`src/rtl/axis_step_sequencer_if.sv`:
```
// Command channel for axis_step_sequencer: move/home request with valid/ready handshake.
interface axis_step_sequencer_if #(
    parameter int unsigned POS_W = 24,
    parameter int unsigned PER_W = 32
);
    logic             cmd_valid;
    logic             cmd_ready;
    logic             cmd_home;
    logic             cmd_dir;
    logic [POS_W-1:0] cmd_steps;
    logic [PER_W-1:0] cmd_period;

    modport master (
        output cmd_valid, cmd_home, cmd_dir, cmd_steps, cmd_period,
        input  cmd_ready
    );

    modport slave (
        input  cmd_valid, cmd_home, cmd_dir, cmd_steps, cmd_period,
        output cmd_ready
    );
endinterface

```
`src/rtl/axis_step_sequencer.sv`:
```
// Per-axis step sequencer: timed move, seek-then-backoff homing, debounced limit switch.
// Optional software travel bounds when AXIS_SOFT_LIMIT_EN is defined.
module axis_step_sequencer #(
    parameter int unsigned POS_W         = 24,
    parameter int unsigned PER_W         = 32,
    parameter int unsigned MIN_PERIOD    = 16,
    parameter int unsigned DEBOUNCE_CYC  = 50000,
    parameter int unsigned HOME_PERIOD   = 50000,
    parameter int unsigned BACKOFF_STEPS = 64
`ifdef AXIS_SOFT_LIMIT_EN
    ,
    parameter int          SOFT_MAX      = 8000000
`endif
) (
    input  logic                    osc_clk,
    input  logic                    rstn,
    axis_step_sequencer_if.slave    cmd_if,
    input  logic                    stop,
    input  logic                    limit_raw,
    output logic                    step_pulse,
    output logic                    step_dir,
    output logic                    busy,
    output logic                    done,
    output logic                    fault,
    output logic                    homed,
    output logic                    limit_db,
    output logic signed [POS_W-1:0] position
);
    localparam int unsigned DbW = $clog2(DEBOUNCE_CYC) + 1;
    localparam logic [PER_W-1:0] MinPer = PER_W'(MIN_PERIOD);

    typedef enum logic [1:0] {StIdle, StMove, StSeek, StBackoff} state_e;

    state_e                  state;
    logic                    lim_s1, lim_s2;
    logic [DbW-1:0]          db_cnt;
    logic [PER_W-1:0]        per_cnt, period;
    logic [POS_W-1:0]        remaining;
    logic                    step_due;
    logic                    soft_block;
    logic signed [POS_W-1:0] pos_next;

    assign cmd_if.cmd_ready = (state == StIdle);
    assign busy             = (state != StIdle);
    assign step_due         = (per_cnt == period - 1'b1);
    assign pos_next         = step_dir ? position + POS_W'(1) : position - POS_W'(1);

`ifdef AXIS_SOFT_LIMIT_EN
    localparam logic signed [POS_W-1:0] SoftMax = POS_W'(SOFT_MAX);
    assign soft_block = homed && (step_dir ? (position >= SoftMax)
                                           : (position[POS_W-1] || position == '0));
`else
    assign soft_block = 1'b0;
`endif

    // Level only flips after DEBOUNCE_CYC consecutive samples disagreeing with it.
    always_ff @(posedge osc_clk or negedge rstn) begin
        if (!rstn) begin
            lim_s1   <= 1'b0;
            lim_s2   <= 1'b0;
            db_cnt   <= '0;
            limit_db <= 1'b0;
        end else begin
            lim_s1 <= limit_raw;
            lim_s2 <= lim_s1;
            if (lim_s2 == limit_db) begin
                db_cnt <= '0;
            end else if (db_cnt == DbW'(DEBOUNCE_CYC - 1)) begin
                limit_db <= lim_s2;
                db_cnt   <= '0;
            end else begin
                db_cnt <= db_cnt + 1'b1;
            end
        end
    end

    always_ff @(posedge osc_clk or negedge rstn) begin
        if (!rstn) begin
            state      <= StIdle;
            step_pulse <= 1'b0;
            step_dir   <= 1'b1;
            done       <= 1'b0;
            fault      <= 1'b0;
            homed      <= 1'b0;
            position   <= '0;
            per_cnt    <= '0;
            period     <= '0;
            remaining  <= '0;
        end else begin
            step_pulse <= 1'b0;
            done       <= 1'b0;
            per_cnt    <= step_due ? '0 : per_cnt + 1'b1;
            unique case (state)
                StIdle: begin
                    per_cnt <= '0;
                    if (cmd_if.cmd_valid) begin
                        if (cmd_if.cmd_home) begin
                            state    <= StSeek;
                            step_dir <= 1'b0;
                            period   <= PER_W'(HOME_PERIOD);
                            fault    <= 1'b0;
                            homed    <= 1'b0;
                        end else if (cmd_if.cmd_steps == '0) begin
                            done <= 1'b1;
                        end else begin
                            state     <= StMove;
                            step_dir  <= cmd_if.cmd_dir;
                            remaining <= cmd_if.cmd_steps;
                            period    <= (cmd_if.cmd_period < MinPer) ? MinPer
                                                                      : cmd_if.cmd_period;
                        end
                    end
                end
                StMove: begin
                    if (stop) begin
                        state <= StIdle;
                    end else if (limit_db && !step_dir) begin
                        fault <= 1'b1;
                        state <= StIdle;
                    end else if (step_due) begin
                        if (soft_block) begin
                            fault <= 1'b1;
                            state <= StIdle;
                        end else begin
                            step_pulse <= 1'b1;
                            position   <= pos_next;
                            remaining  <= remaining - 1'b1;
                            if (remaining == POS_W'(1)) begin
                                state <= StIdle;
                                done  <= 1'b1;
                            end
                        end
                    end
                end
                StSeek: begin
                    if (stop) begin
                        state <= StIdle;
                    end else if (limit_db) begin
                        // Switch reached: drop the pending seek step, restart timing for backoff.
                        state     <= StBackoff;
                        step_dir  <= 1'b1;
                        per_cnt   <= '0;
                        remaining <= POS_W'(BACKOFF_STEPS);
                    end else if (step_due) begin
                        step_pulse <= 1'b1;
                        position   <= pos_next;
                    end
                end
                StBackoff: begin
                    if (stop) begin
                        state <= StIdle;
                    end else if (step_due) begin
                        step_pulse <= 1'b1;
                        remaining  <= remaining - 1'b1;
                        if (remaining == POS_W'(1)) begin
                            position <= '0;
                            homed    <= 1'b1;
                            done     <= 1'b1;
                            state    <= StIdle;
                        end else begin
                            position <= pos_next;
                        end
                    end
                end
                default: state <= StIdle;
            endcase
        end
    end
endmodule

```
`src/flat_wrapper.sv`:
```
// flat-port wrapper written by rule: the top's interface ports become plain ports
module axis_step_sequencer_flat 
#(
    parameter int unsigned POS_W         = 24,
    parameter int unsigned PER_W         = 32,
    parameter int unsigned MIN_PERIOD    = 16,
    parameter int unsigned DEBOUNCE_CYC  = 50000,
    parameter int unsigned HOME_PERIOD   = 50000,
    parameter int unsigned BACKOFF_STEPS = 64

)
  (osc_clk, rstn, stop, limit_raw, step_pulse, step_dir, busy, done, fault, homed, limit_db, position, cmd_if_cmd_valid, cmd_if_cmd_home, cmd_if_cmd_dir, cmd_if_cmd_steps, cmd_if_cmd_period, cmd_if_cmd_ready);
  axis_step_sequencer_if #(.POS_W(POS_W), .PER_W(PER_W)) cmd_if_i ();
  input  logic osc_clk;
  input  logic rstn;
  input  logic stop;
  input  logic limit_raw;
  output logic step_pulse;
  output logic step_dir;
  output logic busy;
  output logic done;
  output logic fault;
  output logic homed;
  output logic limit_db;
  output logic signed [POS_W-1:0] position;
  input wire logic [$bits(cmd_if_i.cmd_valid)-1:0] cmd_if_cmd_valid;
  input wire logic [$bits(cmd_if_i.cmd_home)-1:0] cmd_if_cmd_home;
  input wire logic [$bits(cmd_if_i.cmd_dir)-1:0] cmd_if_cmd_dir;
  input wire logic [$bits(cmd_if_i.cmd_steps)-1:0] cmd_if_cmd_steps;
  input wire logic [$bits(cmd_if_i.cmd_period)-1:0] cmd_if_cmd_period;
  output wire logic [$bits(cmd_if_i.cmd_ready)-1:0] cmd_if_cmd_ready;
  assign cmd_if_i.cmd_valid = cmd_if_cmd_valid;
  assign cmd_if_i.cmd_home = cmd_if_cmd_home;
  assign cmd_if_i.cmd_dir = cmd_if_cmd_dir;
  assign cmd_if_i.cmd_steps = cmd_if_cmd_steps;
  assign cmd_if_i.cmd_period = cmd_if_cmd_period;
  assign cmd_if_cmd_ready = cmd_if_i.cmd_ready;
  axis_step_sequencer #(.POS_W(POS_W), .PER_W(PER_W), .MIN_PERIOD(MIN_PERIOD), .DEBOUNCE_CYC(DEBOUNCE_CYC), .HOME_PERIOD(HOME_PERIOD), .BACKOFF_STEPS(BACKOFF_STEPS)) u_core (.osc_clk(osc_clk), .rstn(rstn), .cmd_if(cmd_if_i), .stop(stop), .limit_raw(limit_raw), .step_pulse(step_pulse), .step_dir(step_dir), .busy(busy), .done(done), .fault(fault), .homed(homed), .limit_db(limit_db), .position(position));
endmodule
```
`config.mk`:
```
export PLATFORM = sky130hd
export DESIGN_NAME = axis_step_sequencer_flat
export DESIGN_NICKNAME = d
export VERILOG_FILES = /design/src/rtl/axis_step_sequencer_if.sv /design/src/rtl/axis_step_sequencer.sv /design/src/flat_wrapper.sv
export SDC_FILE = /design/constraint.sdc
export NUM_CORES = 1
export LEC_CHECK = 0
export ABC_CLOCK_PERIOD_IN_PS = 3100
export BUFFER_PORTS_ARGS = -buffer_cell sky130_fd_sc_hd__buf_2
export CORE_MARGIN = 2
export CORE_UTILIZATION = 47
export DETAILED_ROUTE_END_ITERATION = 7
export PLACE_DENSITY = 0.73
export SYNTH_ARGS = -nofsm -noshare
export SYNTH_HDL_FRONTEND = slang
export SYNTH_SLANG_ARGS = --single-unit
```
`constraint.sdc`:
```
create_clock -name osc_clk -period 3.1 [get_ports osc_clk]
set_input_delay 0.62 -clock osc_clk [delete_from_list [all_inputs] [get_ports osc_clk]]
set_output_delay 0.62 -clock osc_clk [all_outputs]
set_load 0.01 [all_outputs]
```
-- Word-level counts from Yosys, hierarchy flattened
Cells that the tools add are included.
- register bits: 139
- output and inout bits: 32
- logic and storage cells: 133
- add/subtract/negate cells: 6
- $lt $le $gt $ge: 1
- equal/unequal tests: 23
- mux-type cells: 71
- bitwise gates (word level): 1
- reductions and logical operators: 17
- operator list (cell ; number):
    24-bit 2-to-1 mux ; 18
    32-bit 2-to-1 mux ; 6
    24-bit one-hot mux with 4 select lines ; 1
    24-bit one-hot mux with 3 select lines ; 1
    32-bit one-hot mux with 2 select lines ; 1
    17-bit 2-to-1 mux ; 2
    32-bit by 1-bit adder with 32-bit output (second input constant) ; 1
    32-bit equality test ; 1
    32-bit by 5-bit less-than comparator with 1-bit output (second input constant) ; 1
    32-bit by 1-bit subtractor with 32-bit output (second input constant) ; 1
    1-bit 2-to-1 mux ; 26
    24-bit by 2-bit adder with 24-bit output (second input constant) ; 1
    24-bit by 1-bit equality test with 1-bit output (second input constant) ; 1
    24-bit zero test ; 1
    24-bit by 1-bit subtractor with 24-bit output (second input constant) ; 1
    24-bit by 2-bit subtractor with 24-bit output (second input constant) ; 1
    2-bit 2-to-1 mux ; 10
    2-bit != test (second input constant) ; 10
    17-bit by 1-bit adder with 17-bit output (second input constant) ; 1
    17-bit by 16-bit equality test with 1-bit output (second input constant) ; 1
    5-bit AND reduction ; 2
    2-bit by 1-bit != test with 1-bit output (second input constant) ; 4
    2-bit one-hot mux with 4 select lines ; 1
    8-bit AND reduction ; 1
    17 further kinds ; 25

-- Depth between registers and ports, before layout
- word-level depth: 6
- mapped depth: 13
- mapped depth without buffers: 11

-- Worst setup path before layout
No wires, ideal clock.
- path type: flip-flop to flip-flop
- start: reg u_core.step_dir
- end: reg u_core.position[22]
- arrival: 3.162 ns
- slack: -0.181 ns
- stages on the path, launching flop included: 12
- path buffers: 0
- clock period less this slack: 3.281 ns
- path through: dfstp_2 > inv_1 > ha_1 > nor2b_1 > o211ai_1 > a31o_2 > o21ai_0 > o41ai_1 > o21ai_0 > a221oi_1 > xor2_1 > o21ai_2
- cells in the longest elaborated chain, start to end: 5
- elaborated cells between the ends (all ways): 14
- classes of those cells: 1 x eq/ne; 10 x mux; 3 x reduce/logical
- ends and longest elaborated chain (what ; RTL line ; text):
    start, declared ; axis_step_sequencer.sv:21 ; output logic step_dir,
    start signal, assigned ; axis_step_sequencer.sv:107 ; step_dir <= cmd_if.cmd_dir;
    24-bit 2-to-1 mux ; axis_step_sequencer.sv:46 ; assign pos_next = step_dir ? position + POS_W'(1) : position - POS_W'(1);
    24-bit 2-to-1 mux (on tied branches) ; axis_step_sequencer.sv:155, axis_step_sequencer.sv:120 ;
    24-bit 2-to-1 mux (on tied branches) ; axis_step_sequencer.sv:152, axis_step_sequencer.sv:117, axis_step_sequencer.sv:138 ;
    24-bit 2-to-1 mux (on tied branches) ; axis_step_sequencer.sv:150, axis_step_sequencer.sv:115, axis_step_sequencer.sv:136 ;
    24-bit one-hot mux with 3 select lines ; axis_step_sequencer.sv:93 ; unique case (state)
    end signal, assigned ; axis_step_sequencer.sv:126 ; position <= pos_next;
    end signal, assigned ; axis_step_sequencer.sv:146 ; position <= pos_next;
    end signal, assigned ; axis_step_sequencer.sv:161 ; position <= pos_next;
    end, declared ; axis_step_sequencer.sv:27 ; output logic signed [POS_W-1:0] position
Parallel ways exist; a longest one is shown, timed or not. The select of a mux whose other input is x is not followed.
A chain may end at the register's enable or synchronous reset.

-- Worst setup path after layout
- start: reg u_core.period[25]
- end: reg u_core.position[17]
- cells in the longest elaborated chain, start to end: 6
- elaborated cells between the ends (all ways): 10
- classes of those cells: 1 x add/sub; 2 x eq/ne; 6 x mux; 1 x reduce/logical
- ends and longest elaborated chain (what ; RTL line ; text):
    start, declared ; axis_step_sequencer.sv:37 ; logic [PER_W-1:0] per_cnt, period;
    start signal, assigned ; axis_step_sequencer.sv:100 ; period <= PER_W'(HOME_PERIOD);
    start signal, assigned ; axis_step_sequencer.sv:109 ; period <= (cmd_if.cmd_period < MinPer) ? MinPer
    32-bit by 1-bit subtractor with 32-bit output (*) ; axis_step_sequencer.sv:45 ; assign step_due = (per_cnt == period - 1'b1);
    32-bit equality test (*) ; axis_step_sequencer.sv:45 ;
    24-bit 2-to-1 mux ; -- ;
    24-bit 2-to-1 mux (on tied branches) (2 in series) ; -- ;
    24-bit one-hot mux with 3 select lines ; -- ;
Mark *: on every way between the ends. The rest lies on a longest branch, timed or not. The select of a mux whose other input is x is not followed.

==> out/qor.txt <==
CTS sink cnt -> 139
max-slew violations -> 0
GR Util met2 -> 40.5%
Post-Syn Instances -> 1022
Peak VDD IR -> 0.424 mV
Worst Path Required -> 3450 ps
Die Area -> 20100 um^2
RSZ-0062 raised after global routing -> true
area leader, netlist -> dfrtp_1
DP HPWL -> 17200 um
synthesis-to-finish area growth -> 30.8%
syn_nets -> 1113
Peak Freq -> 307 MHz
Skew-Pair Late Insertion Delay -> 430 ps
#FFs+latches synth -> 139
Tot Pwr -> 7050 uW
WL final -> 24200 um
initial core utilization -> 47.7%
share of layout cells above drive strength 1 -> 29.9%
Tcrit/Tclk final -> 105%
r2r setup slk -> -150 ps
CP Class -> flip-flop to flip-flop
Leak -> 0.00517 uW
Detail Route Antenna Nets -> 0
# port buffers -> 94
routed vias -> 8306
Final Cell Area -> 11700 um^2
internal power -> 4520 uW
routed vias/inst -> 5.74
grt met1 use -> 31.3%
nets@finish -> 1291
Max clock buf depth -> 2
final hold vios -> 0
first-pass GRT wire length -> 38700 um
Placer Congestion -> 0.940
Hold/Removal Path Class -> input port to async pin
Pre-antenna DRT Iters -> 5
Residual DRC -> 0
power density cells -> 603 nW/um^2
sw power -> 2530 uW
Seq/Total Area, Yosys -> 39.0%
Inserted Clock Buffers -> 17
Worst Path Arrival -> 3600 ps
htree depth -> 4
Yosys warning total -> 0
final setup violating endpoints -> 21
logic gate share of total power -> 35.3%
CP max FO -> 21
part of the power in registers -> 35.3%
Post-synth top cells -> nand2_1, dfrtp_1, nor2_1, xnor2_1, o21ai_0
Total GRT Usage -> 24.1%
Clock Skews -> 11.1 ps
Worst slew margin -> 21.8%
status -> complete, but fails checks
GRT met3 Usage -> 4.59%
WL/cell -> 16.7 um
Synth top area share -> 38.7%
Post-synth EDFFs -> 0
Worst-Margin Slew -> 1170 ps
vias in the first global route -> 7765
cts hold-fix bufs -> 0
pin count of the biggest net entering global routing -> 66
Iteration-0 DRC Markers -> 656
violated checks -> setup timing
WHS -> 182 ps
layer with the highest usage -> met2
switching share of total power -> 35.9%
TNS Setup -> -2690 ps
Die Width -> 142 um
top-count cell post-synth -> nand2_1
CTS tree -> built
cell area after placement -> 10500 um^2
# IOs -> 95
Synth cell types -> 77
Syn Area/Cell -> 8.74 um^2
clock group share of total power -> 29.4%
Root Buffer -> clkbuf_16
Worst Setup End Kind -> flip-flop
Non-Filler Instances -> 1448
Max-Cap Viols -> 0
Core ar. -> 18700 um^2
row count -> 50
asr flop ratio synth -> 100%
startpoint class of the critical path -> flip-flop
Die Y -> 142 um
Worst-path clk slew -> 60 ps
placed instance count -> 1402
initial antenna violation count -> 1
netlist area before placement -> 8930 um^2
Synth Flop Type -> dfrtp_1
total grt overflow -> 0
Final WS setup -> -153 ps
largest cells by area after synthesis -> dfrtp_1, nand2_1, xnor2_1, xor2_1, nor2_1
time the worst path needs with I/O delays and setup -> 3250 ps
[power by group through the flow]
stage / combinational, uW / sequential, uW / clock, uW
6_report: 2490 / 2490 / 2070
5_1_grt: 2750 / 2520 / 2190
4_1_cts: 2310 / 2420 / 2110
3_5_place_dp: 2270 / 2440 / 0
3_3_place_gp: 2220 / 2430 / 0
2_1_floorplan: 1500 / 2400 / 0
[what timing repair did]
item / 4_1_cts / 5_1_grt
pin swaps: 2 / 29
endpoints found under the setup margin: 82 / 85
endpoints found under the hold margin: 0 / 0
buffers inserted: 2 / 7
gates cloned: 0 / 4
resized for setup: 10 / 66
[routing by layer]
| layer | part of all wire (%) | wire length (um) |
|---|---|---|
| met5 | 0 | 0 |
| met4 | 3.1 | 756 |
| met3 | 4.4 | 1070 |
| met1 | 44 | 10600 |
| met2 | 49 | 11800 |
[kinds of logic after synthesis]
family | count (synthesis) | synth area share [%]
and+or+nand+nor | 459 | 25.6
xor gates and xnor gates | 104 | 10.2
DFF | 139 | 39.0
muxes | 6 | 0.756
adders and majority gates | 28 | 4.01
AOI/OAI and AO/OA | 216 | 17.0
buffers and inverters | 70 | 3.56
[critical path: stages, from the launching register on]
cell and delay [ps]:
dfrtp_1 370, or4_4 570, buf_6 140, nor3_4 170, nand4_1 110, a211o_1 320, a2111oi_4 290, nand4b_1 140
or4b_4 500, nand4b_4 200, buf_12 200, o21ai_2 150
[state kept, by name, summed over array words and instances (netlist names), 2 cells and up]
name and count:
u_core.period 32, u_core.remaining 24, u_core.per_cnt 32, u_core.state 2, u_core.position 24, u_core.db_cnt 17
[through the flow]
stage               utilization (%)  setup WS [ps]
floorplan                         -          -60.6
global placement               56.3           -120
detailed placement             56.3           -200
CTS                            59.8           -150
global route                   62.4           -328
finish                         62.4           -153
[layout by cell type (no fill, tap or decap), drive strengths merged, types with 6 or more instances in the layout]
master | Yosys | layout
a21o | 9 | 9
a21oi | 44 | 44
a31oi | 6 | 6
a32o | 6 | 6
a32oi | 9 | 9
and2 | 6 | 6
and3 | 12 | 12
buf | 14 | 196
clkbuf | 27 | 24
clkinv | 2 | 6
dfrtp | 138 | 138
ha | 27 | 27
inv | 27 | 29
nand2 | 151 | 151
nand2b | 10 | 10
nand3 | 34 | 34
nand4 | 17 | 17
nor2 | 103 | 103
nor3 | 37 | 37
nor4 | 33 | 33
o211ai | 8 | 8
o21ai | 75 | 75
o41ai | 7 | 7
or2 | 6 | 6
or3 | 14 | 14
or4 | 10 | 10
xnor2 | 55 | 55
xor2 | 49 | 49
[final timing paths]
kind / start / cells after the start / to
worst max-delay path: u_core.period[25] / 11 / u_core.position[17]
worst min-delay path: rstn / 1 / u_core.db_cnt[15]
worst max register to register: u_core.period[25] / 11 / u_core.position[17]
worst min register to register: u_core.lim_s1 / 0 / u_core.lim_s2
max in group asynchronous: rstn / 2 / u_core.period[24]
min in group osc_clk: limit_raw / 1 / u_core.lim_s1
[final cells by class]
type,count,area [um^2]
Antenna cell,1,2.50
Clock buffer,20,467
Clock inverter,12,136
Fill cell,1510,7030
Inverter,29,113
Multi-Input combinational cell,813,5720
Sequential cell,139,3480
Tap cell,234,293
Timing Repair Buffer,200,1470
(Power assumes the default switching activity.)
